<file path="src/rtl/muldiv_pkg.sv">
// Shared encodings and state type for the iterative multiply/divide unit.
package muldiv_pkg;

    localparam logic [1:0] OP_MULTU = 2'b00;
    localparam logic [1:0] OP_MULT  = 2'b01;
    localparam logic [1:0] OP_DIVU  = 2'b10;
    localparam logic [1:0] OP_DIV   = 2'b11;

    typedef enum logic {IDLE, RUN} muldiv_state_t;

endpackage

</file>
<file path="src/rtl/muldiv_cond_negate.sv">
// Conditional two's-complement negate, used for operand magnitudes and result sign fix-up.
module cond_negate #(
    parameter int WIDTH = 32
) (
    input  logic             neg,
    input  logic [WIDTH-1:0] x,
    output logic [WIDTH-1:0] y
);

    assign y = neg ? -x : x;

endmodule

</file>
<file path="src/rtl/muldiv_unit.sv">
// Iterative MULT/MULTU/DIV/DIVU with HI/LO registers, one iteration per cycle over WIDTH cycles.
// The divide datapath is compiled in only when MULDIV_DIV_EN is defined.
module muldiv_unit
    import muldiv_pkg::*;
#(
    parameter int WIDTH = 32
) (
    input  logic             clk,
    input  logic             reset,
    input  logic             start,
    input  logic [1:0]       op,
    input  logic [WIDTH-1:0] a,
    input  logic [WIDTH-1:0] b,
    input  logic             wehi,
    input  logic             welo,
    input  logic [WIDTH-1:0] wdata,
    output logic             busy,
    output logic             done,
    output logic [WIDTH-1:0] hi,
    output logic [WIDTH-1:0] lo
);

    localparam int CW = $clog2(WIDTH);
    localparam int AW = 2 * WIDTH;

    muldiv_state_t    state_q, state_d;
    logic [CW-1:0]    cnt_q, cnt_d;
    logic [AW-1:0]    acc_q, acc_d;
    logic [WIDTH-1:0] bop_q, bop_d;
    logic             neg_q, neg_d;
    logic             done_q, done_d;
    logic [WIDTH-1:0] hi_q, hi_d, lo_q, lo_d;

    logic             a_sgn, b_sgn, accept;
    logic [WIDTH-1:0] a_abs, b_abs;
    logic [WIDTH:0]   mul_sum;
    logic [AW-1:0]    mul_step, iter_acc, prod_fix;
    logic [WIDTH-1:0] hi_res, lo_res;

    assign a_sgn = op[0] & a[WIDTH-1];
    assign b_sgn = op[0] & b[WIDTH-1];

    cond_negate #(.WIDTH(WIDTH)) u_abs_a (.neg(a_sgn), .x(a), .y(a_abs));
    cond_negate #(.WIDTH(WIDTH)) u_abs_b (.neg(b_sgn), .x(b), .y(b_abs));

    // acc holds {partial product, remaining multiplier bits}; shift right each step
    assign mul_sum  = {1'b0, acc_q[AW-1:WIDTH]} + (acc_q[0] ? {1'b0, bop_q} : '0);
    assign mul_step = {mul_sum, acc_q[WIDTH-1:1]};

    cond_negate #(.WIDTH(AW)) u_fix_prod (.neg(neg_q), .x(iter_acc), .y(prod_fix));

`ifdef MULDIV_DIV_EN
    logic             is_div_q, is_div_d;
    logic             rneg_q, rneg_d;
    logic             dz_q, dz_d;
    logic [WIDTH:0]   div_shift, div_trial;
    logic [AW-1:0]    div_step;
    logic [WIDTH-1:0] quo_fix, rem_fix;

    assign accept = (state_q == IDLE) & start;

    // acc holds {remainder, dividend bits still to shift in / quotient bits so far}
    assign div_shift = acc_q[AW-1:WIDTH-1];
    assign div_trial = div_shift - {1'b0, bop_q};
    assign div_step  = div_trial[WIDTH] ? {div_shift[WIDTH-1:0], acc_q[WIDTH-2:0], 1'b0}
                                        : {div_trial[WIDTH-1:0], acc_q[WIDTH-2:0], 1'b1};
    assign iter_acc  = is_div_q ? div_step : mul_step;

    // Divide by zero naturally yields quotient all-ones and remainder |a|; only the remainder is re-signed.
    cond_negate #(.WIDTH(WIDTH)) u_fix_quo (.neg(neg_q & ~dz_q), .x(iter_acc[WIDTH-1:0]), .y(quo_fix));
    cond_negate #(.WIDTH(WIDTH)) u_fix_rem (.neg(rneg_q), .x(iter_acc[AW-1:WIDTH]), .y(rem_fix));

    assign hi_res = is_div_q ? rem_fix : prod_fix[AW-1:WIDTH];
    assign lo_res = is_div_q ? quo_fix : prod_fix[WIDTH-1:0];
`else
    assign accept   = (state_q == IDLE) & start & ~op[1];
    assign iter_acc = mul_step;
    assign hi_res   = prod_fix[AW-1:WIDTH];
    assign lo_res   = prod_fix[WIDTH-1:0];
`endif

    always_comb begin
        state_d = state_q;
        cnt_d   = cnt_q;
        acc_d   = acc_q;
        bop_d   = bop_q;
        neg_d   = neg_q;
        done_d  = 1'b0;
        hi_d    = hi_q;
        lo_d    = lo_q;
`ifdef MULDIV_DIV_EN
        is_div_d = is_div_q;
        rneg_d   = rneg_q;
        dz_d     = dz_q;
`endif
        case (state_q)
            IDLE: begin
                if (wehi) hi_d = wdata;
                if (welo) lo_d = wdata;
                if (accept) begin
                    state_d = RUN;
                    cnt_d   = CW'(WIDTH - 1);
                    acc_d   = {{WIDTH{1'b0}}, a_abs};
                    bop_d   = b_abs;
                    neg_d   = a_sgn ^ b_sgn;
`ifdef MULDIV_DIV_EN
                    is_div_d = op[1];
                    rneg_d   = a_sgn;
                    dz_d     = (b == '0);
`endif
                end
            end
            RUN: begin
                acc_d = iter_acc;
                cnt_d = cnt_q - CW'(1);
                if (cnt_q == '0) begin
                    state_d = IDLE;
                    cnt_d   = '0;
                    done_d  = 1'b1;
                    hi_d    = hi_res;
                    lo_d    = lo_res;
                end
            end
            default: state_d = IDLE;
        endcase
    end

    always_ff @(posedge clk) begin
        if (reset) begin
            state_q <= IDLE;
            cnt_q   <= '0;
            acc_q   <= '0;
            bop_q   <= '0;
            neg_q   <= 1'b0;
            done_q  <= 1'b0;
            hi_q    <= '0;
            lo_q    <= '0;
`ifdef MULDIV_DIV_EN
            is_div_q <= 1'b0;
            rneg_q   <= 1'b0;
            dz_q     <= 1'b0;
`endif
        end else begin
            state_q <= state_d;
            cnt_q   <= cnt_d;
            acc_q   <= acc_d;
            bop_q   <= bop_d;
            neg_q   <= neg_d;
            done_q  <= done_d;
            hi_q    <= hi_d;
            lo_q    <= lo_d;
`ifdef MULDIV_DIV_EN
            is_div_q <= is_div_d;
            rneg_q   <= rneg_d;
            dz_q     <= dz_d;
`endif
        end
    end

    assign busy = (state_q == RUN);
    assign done = done_q;
    assign hi   = hi_q;
    assign lo   = lo_q;

endmodule
</file>
<file path="config.mk">
export PLATFORM = sky130hd
export DESIGN_NAME = muldiv_unit
export DESIGN_NICKNAME = d
export VERILOG_FILES = /design/src/rtl/muldiv_pkg.sv /design/src/rtl/muldiv_cond_negate.sv /design/src/rtl/muldiv_unit.sv
export SDC_FILE = /design/constraint.sdc
export NUM_CORES = 1
export LEC_CHECK = 0
export CELL_PAD_IN_SITES_DETAIL_PLACEMENT = 0
export CELL_PAD_IN_SITES_GLOBAL_PLACEMENT = 1
export CORE_ASPECT_RATIO = 1.75
export CORE_UTILIZATION = 36
export DETAILED_ROUTE_END_ITERATION = 7
export PLACE_DENSITY_LB_ADDON = 0.1
export SYNTH_ARGS = -nofsm -noshare
export SYNTH_HDL_FRONTEND = slang
export SYNTH_SLANG_ARGS = --single-unit
</file>
<file path="constraint.sdc">
create_clock -name clk -period 6.06 [get_ports clk]
set_input_delay 0.606 -clock clk [delete_from_list [all_inputs] [get_ports clk]]
set_output_delay 0.606 -clock clk [all_outputs]
set_load 0.01 [all_outputs]
</file>
Yosys cells after proc, flatten, opt, wreduce, memory -nomap -nowiden. Index checks and enable logic that the tools add are counted.

Register bits after elaboration: 168. Output and inout bits: 66. Logic and storage cells: 48.

$add $sub $neg: 5. Muxes and demuxes: 19. Equality and inequality tests: 4. Reduce and logical (&&, ||, !) cells: 5. Bitwise operators: 7.

Operator list (number): 2-to-1 mux 32 bit (7); 2-to-1 mux 64 bit (2); case mux 32 bit (2 select lines) (2); case mux 64 bit (2 select lines) (1); negator 32 bit (2); negator 64 bit (1); adder 32 x 32 -> 33 bit (1); 2-to-1 mux 5 bit (2); case mux 5 bit (2 select lines) (1); inequality test 2 bit, second input constant (3); AND reduction 2 bit (3); logical NOT 5 bit (1); subtractor 5 x 1 -> 5 bit, second input constant (1); bitwise AND 1 bit (4); 2-to-1 mux 1 bit (3); inequality test 2 x 1 -> 1 bit, second input constant (1); inverter 1 bit (2); case mux 1 bit (2 select lines) (1); OR reduction 2 bit (1); bitwise XOR 1 bit (1).

Logic depth before layout (Yosys ltp). Gate-level depths: netlist (run 1).

Word-level depth: 6. Gate-level depth with buffers: 15. Gate-level depth less buffers: 13.

Cells and area by module. A second synthesis (run 1) with hierarchy kept.

Cells, all modules: 1528. Area, all modules: 11503.5 um^2.

Modules (own cells, without submodules): muldiv_unit (instances 1, area an instance 8515.7 um^2, cells each 1114); cond_negate at u_abs_a ... (instances 2, area an instance 767.0 um^2, cells each 108); cond_negate at u_fix_prod (instances 1, area an instance 1453.9 um^2, cells each 198).

Least setup slack after synthesis (run 1). No wires, ideal clock.

Path kind: register to register. Start: register acc_q[0]. End: register hi_q[22] (netlist: hi[22]). Period minus slack after synthesis: 4377 ps. Library setup time: 58 ps. Stages on the path, launching flop included: 15. Arrival time: 4319 ps. Path slack: 1683 ps. Buffers on the path: 1. Path through: dfxtp_1 -> clkbuf_1 -> and2_1 -> ha_1 -> fa_1 -> or4_1 -> or2_1 -> a211oi_1 -> o211ai_1 -> nor3_1 -> or4b_1 -> o41ai_1 -> xor2_1 -> a2111oi_0 -> a21o_1.

Longest elaborated chain between the ends: 6.

RTL lines: from (decl) (line muldiv_unit.sv:28) `logic [AW-1:0] acc_q, acc_d;`; from (signal assigned) (line muldiv_unit.sv:132) `acc_q <= '0;`; from (signal assigned) (line muldiv_unit.sv:146) `acc_q <= acc_d;`; 2-to-1 mux 32 bit * (line muldiv_unit.sv:47) `assign mul_sum = {1'b0, acc_q[AW-1:WIDTH]} + (acc_q[0] ? {1'b0, bop_q} : '0);`; adder 32 x 32 -> 33 bit * (line muldiv_unit.sv:47); negator 64 bit (line muldiv_cond_negate.sv:10) `assign y = neg ? -x : x;`; 2-to-1 mux 64 bit * (line muldiv_cond_negate.sv:10); 2-to-1 mux 32 bit * (line muldiv_unit.sv:116) `if (cnt_q == '0) begin`; case mux 32 bit (2 select lines) * (line muldiv_unit.sv:96) `case (state_q)`; to (signal assigned) (line muldiv_unit.sv:150) `hi_q <= hi_d;`; to (decl) (line muldiv_unit.sv:32) `logic [WIDTH-1:0] hi_q, hi_d, lo_q, lo_d;`.

Every way passes the cells marked *; elsewhere a longest branch is shown, timed or not. The select of a mux whose other input is x is not followed. A chain may end at the register's enable or synchronous reset.

Worst setup path in the final report (run 1).
Start: register acc_q[0]. End: register hi_q[30] (netlist: hi[30]).

Same word-level chain as after synthesis.

==> results.py, run 1 <==
metrics = {
    "yosys": {
        "synth_cells": 1567,
        "ys_warn_count": 0,
        "synth-edff-count": 0,
        "synthMuxAreaShare": 0.00809,
        "synthAdderAreaFrac": 0.0406,
        "synthArstFlopShare": 0,
        "synthFlopType": "dfxtp_1",
        "synth_top_family_by_area": "compound AO/OA/AOI/OAI gates",
        "avgSynthCellArea_sq_um": 7.40,
        "synth-simple-area-share": 0.245,
        "netlist_area_sq_um": 11600,
        "synth-xor-area-share": 0.0974,
        "yosysUniqueCellTypes": 69,
        "syn_nets": 1707,
        "ys_ff_latch": 168,
        "synth_compound_area_frac": 0.275,
        "yosysSeqAreaShare": 0.290,
    },
    "final_layout": {
        "finalNetCount": 1796,
        "post-route-util": 0.447,
        "num_antenna_cells": 0,
        "fillers": 3298,
        "final_area_sq_um": 14100,
        "drive_above_1_share": 0.0462,
        "synthToLayoutAreaGrowth_pct": 21.9,
    },
    "global_routing": {
        "antenna_found_initial": 0,
        "grt_usage": 0.252,
        "grt_overflow": 0,
        "grt_pass1_vias": 10900,
        "grt_first_pass_wirelength_microns": 62200,
        "grt_start_max_net_pins": 78,
    },
    "power": {
        "power_mw": 3.13,
        "pwr-share-seq": 0.404,
        "leakagePower_nw": 5.31,
        "p_int_mw": 2.17,
        "power.density_nw_per_um2": 222,
        "p_switching_mw": 0.965,
        "p_clk_frac": 0.382,
        "swShare": 0.308,
        "irDropWorstVdd_v": 0.000198,
        "p_comb_frac": 0.214,
    },
    "sta": {
        "tightest_slew_ns": 1.19,
        "skew_ns": 0.00814,
        "fin_tns_setup_ns": 0,
        "slew_viol_final": 0,
        "grt_setup_unrepaired": "no",
        "slew_headroom": 0.204,
        "min_period_over_period": 0.780,
        "finalHoldViolCount": 0,
        "fin_hold_ws_ns": 0.460,
        "period_minus_slack_ns": 4.73,
        "max_freq_mhz": 211,
        "finalSetupViolCount": 0,
    },
    "setup_path": {
        "r2r-end": "hi[30]",
        "critPathKind": "reg -> reg",
        "cp.arrival_ns": 5.07,
        "worst_setup_path_end_kind": "flop",
        "r2r_cells": 13,
        "start_kind": "flop",
        "path_max_fanout": 6,
        "r2r_start": "acc_q[0]",
        "r2r_setup_slack_ns": 1.33,
        "required_ns": 6.40,
    },
    "detailed_routing": {
        "antenna_left": 0,
        "dr.pass1.iters": 5,
        "avgRoutedWirePerCell_microns": 20.0,
        "drc": 0,
        "via_per_inst": 5.58,
        "drt-total-wl_microns": 41300,
        "drt_iter0_drc": 636,
        "vias": 11500,
    },
    "worst_hold_path": {
        "min_path_type": "reg -> reg",
        "worstHoldStart": "hi[18]",
        "holdPathStages": 2,
        "worstHoldEndpoint": "hi[18]",
    },
    "cts": {
        "cts-root-buf": "clkbuf_16",
        "clk_pin_slew_ns": 0.07,
        "ctsResizeCount": 0,
        "htreeDepth": 4,
        "cts_buffer_depth": 2,
        "cts_tree": "done",
        "clk_latency_ns": 0.46,
        "cts_sinks": 168,
        "post_cts_buffers": 0,
        "cts_buffers": 17,
        "cts_hold_buf": 0,
    },
    "placed_design": {
        "place_area_sq_um": 13500,
        "routabilityCongestion": 0.867,
        "io_buffers": 168,
        "hpwl_microns": 32200,
    },
    "floorplan": {
        "fp.dieW_microns": 138,
        "core_sq_um": 31600,
        "die_height_microns": 239,
        "io_pins": 169,
        "rows": 86,
        "die_area_sq_um": 33000,
        "initial_utilization": 0.367,
    },
    "run_status": {
        "status": "finished clean",
    },
    "run": {
        "max_cap_viol_count": 0,
    },
}
==> power by group through the flow <==
| stage | clock network (mW) | logic [mW] | registers [mW] |
|---|---|---|---|
| 6_report | 1.20 | 0.669 | 1.27 |
| 5_1_grt | 1.26 | 0.734 | 1.28 |
| 4_1_cts | 1.22 | 0.675 | 1.27 |
| 3_5_place_dp | 0 | 0.672 | 1.29 |
| 3_3_place_gp | 0 | 0.669 | 1.29 |
| 2_1_floorplan | 0 | 0.376 | 1.27 |
==> flip-flops by register name (all words and copies together), names as in the netlist <==
| register | count |
|---|---|
| neg_q | 1 |
| acc_q | 64 |
| lo | 32 |
| busy | 1 |
| bop_q | 32 |
| cnt_q | 5 |
| done | 1 |
| hi | 32 |
==> cells in the final DEF (no fill, tap or decap), drive strengths merged, types with 9 or more instances in the layout <==
cell and n:
nor2 258, a21oi 174, dfxtp 168, clkdlybuf4s50 167
nand2 104, a211oi 103, xor2 81, o21ai 70
xnor2 48, and2 40, ha 36, and3 34
nor3 33, o31ai 28, nand3 28, inv 24
or3 21, a31oi 20, a21o 18, buf 18
clkbuf 17, or4 17, o41ai 16, nand4 12
a311oi 9, o211ai 9, a2111oi 9, or2 9
==> worst max path at each step <==
stage,startpoint,to,slack [ns],cells after the start
after detailed placement,acc_q[0],hi[30],1.30,13
after global routing,acc_q[0],hi[30],1.03,13
final,acc_q[0],hi[30],1.33,13
after global placement,acc_q[0],hi[30],1.38,13
after CTS,acc_q[0],hi[30],1.28,13
after floorplan,acc_q[0],hi[22],1.68,14
==> layer usage <==
layer	routed length, microns	up-vias	global-route usage
met5	0	-	0
met3	1260	44	0.0309
li1	-	5841	-
met1	15400	5386	0.257
met2	23500	238	0.503
met4	1190	0	0.0926
==> cell type report <==
cell class                 instances  area, sq um  area share
clock buffer                      17          425      0.0301
clock inverter                    14          198      0.0140
inverter                          21         78.8     0.00558
multi-input combinational       1263         7770       0.549
sequential                       168         3370       0.238
tap                              396          495      0.0350
timing repair buffer             185         1810       0.128
==> kinds of logic (layout without fill, tap and decap cells) <==
logic type      after synthesis  count (layout)
fa+ha+maj                    37              37
xor+xnor                    129             129
flops                       168             168
simple gates                592             592
buf+inv                     136             237
compound gates              496             496
mux                           9               9
==> cells in the mapped netlist, drive strengths merged, types with 4 or more instances <==
cell | instances | area (sq um)
a31oi | 20 | 125
or3 | 21 | 136
and4 | 7 | 61.3
clkbuf | 112 | 420
o211a | 4 | 40.0
nor4 | 7 | 73.8
nand2 | 104 | 390
a21o | 18 | 135
xor2 | 81 | 709
nor2b | 6 | 37.5
nand4 | 12 | 75.1
ha | 36 | 450
nand3 | 28 | 145
nor3 | 33 | 165
or2 | 9 | 56.3
and3 | 34 | 213
o21a | 4 | 30.0
a21oi | 174 | 871
nor2 | 258 | 968
o211ai | 9 | 67.6
nand2b | 4 | 25.0
inv | 21 | 78.8
and2 | 40 | 250
o21ai | 70 | 350
a211o | 7 | 61.3
mux2i | 6 | 60.1
or4 | 17 | 139
a2111oi | 9 | 85.1
dfxtp | 168 | 3360
o31ai | 28 | 210
a221oi | 5 | 50.0
a211oi | 103 | 773
o41ai | 16 | 140
a311oi | 9 | 78.8
xnor2 | 48 | 420
==> critical path: stages (launching register included) <==
cell,delay (ns)
dfxtp_1,0.38
and2_1,0.16
ha_1,0.20
fa_1,0.48
or4_1,0.49
or2_1,0.30
a211oi_1,0.54
o211ai_1,0.14
or4_1,0.49
nor3_1,0.29
nand4bb_1,0.32
o31ai_1,0.33
xor2_1,0.10
a2111oi_0,0.37
==> through the flow <==
step,std cells,setup slack [ns]
2_1_floorplan,1567,1.68
3_3_place_gp,2033,1.38
3_5_place_dp,2033,1.30
4_1_cts,2064,1.28
5_1_grt,2064,1.03
6_report,2064,1.33
Power figures use the tool's default switching activity.
==> run 2: changes to the inputs <==
clock period = 3.9 ns   (was 6.06 ns; I/O delays follow)
==> results.py, run 2 (same netlist as run 1, synthesis figures left out) <==
metrics = {
    "run_status": {
        "status": "finished, violations left",
        "failed_checks": "negative setup slack",
    },
    "setup_path": {
        "cp_slowest_cell": "fa_2",
        "worstPathCellList": "and2_4 > ha_4 > fa_2 > or4_4 > or2_4 > a2111oi_4 > buf_4 > buf_6 > o21bai_4 > nor4_4 > nand3_2 > or3_4 > nor4_4 > mux2i_1 > a221oi_2",
        "worst_path_dominant_cell_family": "simple AND/OR/NAND/NOR gates",
        "required_ns": 4.21,
        "critPathBufInv": 2,
        "cpMostUsedCell": "nor4_4",
        "cp.arrival_ns": 4.23,
        "worst_setup_path_end_kind": "flop",
        "crit_path_max_incr_delay_ns": 0.43,
        "critPathKind": "reg -> reg",
        "path_max_fanout": 4,
        "start_kind": "flop",
    },
    "floorplan": {
        "initial_utilization": 0.367,
        "io_pins": 169,
        "rows": 86,
        "fp.dieW_microns": 138,
        "die_height_microns": 239,
        "core_sq_um": 31600,
        "die_area_sq_um": 33000,
    },
    "worst_hold_path": {
        "min_path_type": "reg -> reg",
    },
    "cts": {
        "cts_hold_buf": 0,
        "htreeDepth": 4,
        "cts_tree": "done",
        "clk_pin_slew_ns": 0.07,
        "clk_latency_ns": 0.47,
        "cts_buffer_depth": 2,
        "cts_buffers": 17,
        "cts_sinks": 168,
        "cts-root-buf": "clkbuf_16",
    },
    "final_layout": {
        "mostFrequentLayoutCells": "nor2_1 (255), buf_4 (188), clkdlybuf4s50_1 (167), a21oi_1 (166), dfxtp_1 (164)",
        "top_register": "acc_q",
        "largest_register_ffs": 64,
        "drive_above_1_share": 0.166,
        "synthToLayoutAreaGrowth_pct": 36.9,
        "seqCellArea_sq_um": 3370,
        "multiInputGateArea_sq_um": 8140,
        "final_area_sq_um": 15900,
        "final_common_cell": "nor2_1",
        "post-route-util": 0.502,
        "fillers": 3243,
        "finalNetCount": 1975,
        "num_antenna_cells": 0,
    },
    "sta": {
        "finalHoldViolCount": 0,
        "skew_ns": 0.0151,
        "fin_tns_setup_ns": -0.0218,
        "slew_viol_final": 0,
        "max_freq_mhz": 255,
        "finalSetupViolCount": 1,
        "min_period_over_period": 1.01,
        "worst_slack_ns": -0.0218,
        "tightest_slew_ns": 0.808,
        "period_minus_slack_ns": 3.92,
        "slew_headroom": 0.461,
        "grt_setup_unrepaired": "yes",
    },
    "placed_design": {
        "io_buffers": 168,
        "routabilityCongestion": 0.921,
        "hpwl_microns": 33900,
        "place_area_sq_um": 14900,
    },
    "global_routing": {
        "grt_pass1_vias": 11800,
        "grt_usage": 0.265,
        "grt_start_max_net_pins": 138,
        "grt_first_pass_wirelength_microns": 65900,
        "antenna_found_initial": 0,
        "grt_overflow": 0,
    },
    "detailed_routing": {
        "vias": 12500,
        "via_per_inst": 5.57,
        "drt_iter0_drc": 629,
        "dr.pass1.iters": 5,
        "drt-total-wl_microns": 43500,
        "avgRoutedWirePerCell_microns": 19.4,
        "drc": 0,
        "antenna_left": 0,
    },
    "run": {
        "max_cap_viol_count": 0,
    },
    "power": {
        "leakagePower_nw": 6.28,
        "power.density_nw_per_um2": 309,
        "irDropWorstVdd_v": 0.000299,
    },
}
## run 2: cell count changes in the layout (fill, tap and decap cells not counted), moves of 5 or more
cell / before / now
buf_4: 18 / 188
a21oi_1: 173 / 166
a21oi_2: 0 / 7
buf_6: 0 / 7
inv_8: 0 / 6
clkinv_4: 5 / 0
o31ai_1: 28 / 23
o31ai_4: 0 / 5
## run 2: report_power, final
| group | internal, mW | switching, mW | total [mW] |
|---|---|---|---|
| Sequential | 1.84 | 0.0910 | 1.93 |
| Clock | 0.918 | 0.852 | 1.77 |
| Combinational | 0.545 | 0.666 | 1.21 |
| Total | 3.30 | 1.61 | 4.91 |
## run 2: metal layers
metal / wire [microns] / vias to the layer above / GRT usage / share of wire
met4: 1640 / 0 / 0.116 / 0.038
met3: 1550 / 68 / 0.0330 / 0.036
li1: - / 6218 / - / -
met1: 15900 / 5902 / 0.275 / 0.37
met2: 24400 / 309 / 0.516 / 0.56
met5: 0 / - / 0 / 0
## run 2: worst reg2reg max path, delay by kind of cell (launching register included)
kind                       cells  cell delay (ns)
and+or+nand+nor                7             1.96
adders and majority gates      2             0.55
AOI/OAI and AO/OA              3             0.38
DFF                            1             0.36
buffers and inverters          2             0.27
muxes                          1             0.26
## run 2: what timing repair did
| action | 4_1_cts | 5_1_grt |
|---|---|---|
| resized for setup | 24 | 30 |
| endpoints found under the setup margin | 16 | 19 |
| endpoints found under the hold margin | 0 | 0 |
| buffers inserted | 7 | 5 |
| pin swaps | 14 | 24 |
## run 2: path summary, 6_finish.rpt
kind            start  endpoint  slack (ns)  depth (start not counted)
min            hi[24]    hi[24]        0.45                          1
max reg2reg  acc_q[0]    hi[31]       -0.02                         15
min reg2reg    hi[24]    hi[24]        0.45                          1
max          acc_q[0]    hi[31]       -0.02                         15
## run 2: layout make-up
class / count / share of cell area
multi-input cells: 1263 / 0.512
flip-flops and latches: 168 / 0.212
repair buffers: 364 / 0.202
well taps: 396 / 0.0312
clock buffers: 17 / 0.0268
clock inverters: 15 / 0.0107
inverters: 21 / 0.00496
## run 2: through the flow
stage	hold WS, ns	power [mW]	setup WS [ns]	cells
after floorplan	0.427	2.57	-0.205	1567
after CTS	0.458	4.93	-0.0645	2240
after global placement	0.437	3.14	-0.290	2201
after detailed placement	0.441	3.15	-0.324	2201
after global routing	0.477	5.14	-0.176	2244
final	0.453	4.91	-0.0218	2244
==> run 3: changes to the inputs <==
CORE_ASPECT_RATIO = 1.25   (was 1.75)
CORE_UTILIZATION = 37   (was 36)
==> results.py, run 3 (same netlist as run 1, synthesis figures left out) <==
metrics = {
    "run_status": {
        "status": "finished, violations left",
        "failed_checks": "design-rule violations",
    },
    "global_routing": {
        "grt_usage": 0.257,
        "grt_start_max_net_pins": 150,
        "grt_overflow": 0,
        "grt_pass1_vias": 11500,
        "grt_first_pass_wirelength_microns": 63600,
        "antenna_found_initial": 0,
    },
    "detailed_routing": {
        "drc": 1,
        "drt-total-wl_microns": 42100,
        "drt_iter0_drc": 749,
        "via_per_inst": 5.50,
        "dr.pass1.iters": 7,
        "avgRoutedWirePerCell_microns": 18.8,
        "antenna_left": 0,
        "vias": 12300,
    },
    "setup_path": {
        "path_max_fanout": 4,
        "worstPathCellList": "and2_4 > ha_4 > fa_2 > a211oi_4 > o211ai_1 > a31o_2 > a2111oi_4 > nor2_2 > or3_4 > or3_4 > nor4_4 > mux2i_1 > a221oi_2",
        "cpMostUsedCell": "or3_4",
        "required_ns": 4.22,
        "r2r_setup_slack_ns": 0.02,
        "worst_setup_path_end_kind": "flop",
        "r2r_start": "acc_q[0]",
        "start_kind": "flop",
        "worst_path_dominant_cell_family": "compound AO/OA/AOI/OAI gates",
        "cp_num_cells": 13,
        "cp_slowest_cell": "or3_4",
        "critPathBufInv": 0,
        "r2r_cells": 13,
        "crit_path_max_incr_delay_ns": 0.42,
        "critPathKind": "reg -> reg",
        "cp.arrival_ns": 4.20,
        "r2r-end": "hi[31]",
    },
    "floorplan": {
        "die_area_sq_um": 32100,
        "io_pins": 169,
        "rows": 72,
        "initial_utilization": 0.375,
        "core_sq_um": 30900,
        "die_height_microns": 200,
        "fp.dieW_microns": 160,
    },
    "power": {
        "power.density_nw_per_um2": 311,
        "power_mw": 4.91,
        "irDropWorstVdd_v": 0.000242,
        "pwr-share-seq": 0.392,
        "leakagePower_nw": 6.16,
        "p_switching_mw": 1.56,
        "p_int_mw": 3.35,
        "p_clk_frac": 0.370,
        "p_comb_frac": 0.238,
        "swShare": 0.318,
    },
    "final_layout": {
        "synthToLayoutAreaGrowth_pct": 36.0,
        "fillers": 3102,
        "post-route-util": 0.511,
        "multiInputGateArea_sq_um": 8170,
        "top_register": "acc_q",
        "finalNetCount": 1956,
        "seqCellArea_sq_um": 3370,
        "final_common_cell": "nor2_1",
        "largest_register_ffs": 64,
        "num_antenna_cells": 0,
        "mostFrequentLayoutCells": "nor2_1 (254), buf_4 (174), clkdlybuf4s50_1 (167), a21oi_1 (165), dfxtp_1 (165)",
        "drive_above_1_share": 0.165,
    },
    "cts": {
        "htreeDepth": 4,
        "cts_hold_buf": 0,
        "cts_buffer_depth": 2,
        "cts_buffers": 17,
        "clk_pin_slew_ns": 0.08,
        "clk_latency_ns": 0.46,
        "cts_sinks": 168,
        "cts_tree": "done",
        "cts-root-buf": "clkbuf_16",
    },
    "sta": {
        "grt_setup_unrepaired": "yes",
        "skew_ns": 0.0171,
        "slew_headroom": 0.409,
        "min_period_over_period": 0.995,
        "finalHoldViolCount": 0,
        "worst_slack_ns": 0.0201,
        "max_freq_mhz": 258,
        "slew_viol_final": 0,
        "finalSetupViolCount": 0,
        "period_minus_slack_ns": 3.88,
        "tightest_slew_ns": 0.879,
    },
    "placed_design": {
        "routabilityCongestion": 0.887,
        "pre_cts_slack_ns": -0.307,
        "io_buffers": 168,
        "hpwl_microns": 32700,
    },
    "worst_hold_path": {
        "holdPathStages": 2,
        "worstHoldStart": "bop_q[31]",
        "worstHoldEndpoint": "bop_q[31]",
        "min_path_type": "reg -> reg",
    },
    "run": {
        "max_cap_viol_count": 0,
    },
}
## run 3: worst register-to-register path, stage by stage (launching register included)
cell       delay [ns]
dfxtp_2          0.34
and2_4           0.14
ha_4             0.15
fa_2             0.37
a211oi_4         0.28
o211ai_1         0.19
a31o_2           0.35
a2111oi_4        0.41
nor2_2           0.10
or3_4            0.42
or3_4            0.42
nor4_4           0.23
mux2i_1          0.27
a221oi_2         0.09
## run 3: routing by layer
layer,global-route usage,share of wire
met5,0,0
met2,0.487,0.53
met3,0.0353,0.031
met4,0.0903,0.027
met1,0.295,0.41
## run 3: how the worst max path moves through the flow
stage          startpoint      to
2_1_floorplan    acc_q[0]  hi[30]
5_1_grt          acc_q[0]  hi[31]
6_report         acc_q[0]  hi[31]
4_1_cts          acc_q[0]  hi[16]
3_5_place_dp     acc_q[0]  hi[30]
3_3_place_gp     bop_q[0]  hi[30]
## run 3: timing repair
action,CTS,global route
pin swaps,13,21
setup buffers,2,4
setup endpoints to repair,16,17
resized for setup,26,46
## run 3: layout make-up
cell class,count,area share
clock inverters,14,0.0113
multi-input cells,1263,0.518
repair buffers,345,0.192
flip-flops and latches,168,0.214
well taps,407,0.0323
inverters,21,0.00500
clock buffers,18,0.0278
## run 3: stage by stage
step                      cell area (sq um)  hold slack [ns]  cells  TNS [ns]
final                                 15800            0.450   2236         0
after global routing                  15800            0.484   2236    -0.738
after CTS                             15500            0.452   2232    -0.221
after detailed placement              14800            0.442   2198     -2.40
after global placement                14800            0.440   2198     -1.81
after floorplan                       11700            0.427   1567    -0.413
## run 3: power groups by stage
stage | clock network (mW) | logic [mW] | registers (mW)
after global routing | 1.92 | 1.27 | 1.94
after global placement | 0 | 1.15 | 1.97
after floorplan | 0 | 0.592 | 1.98
after detailed placement | 0 | 1.16 | 1.97
after CTS | 1.84 | 1.17 | 1.93
final | 1.82 | 1.17 | 1.93
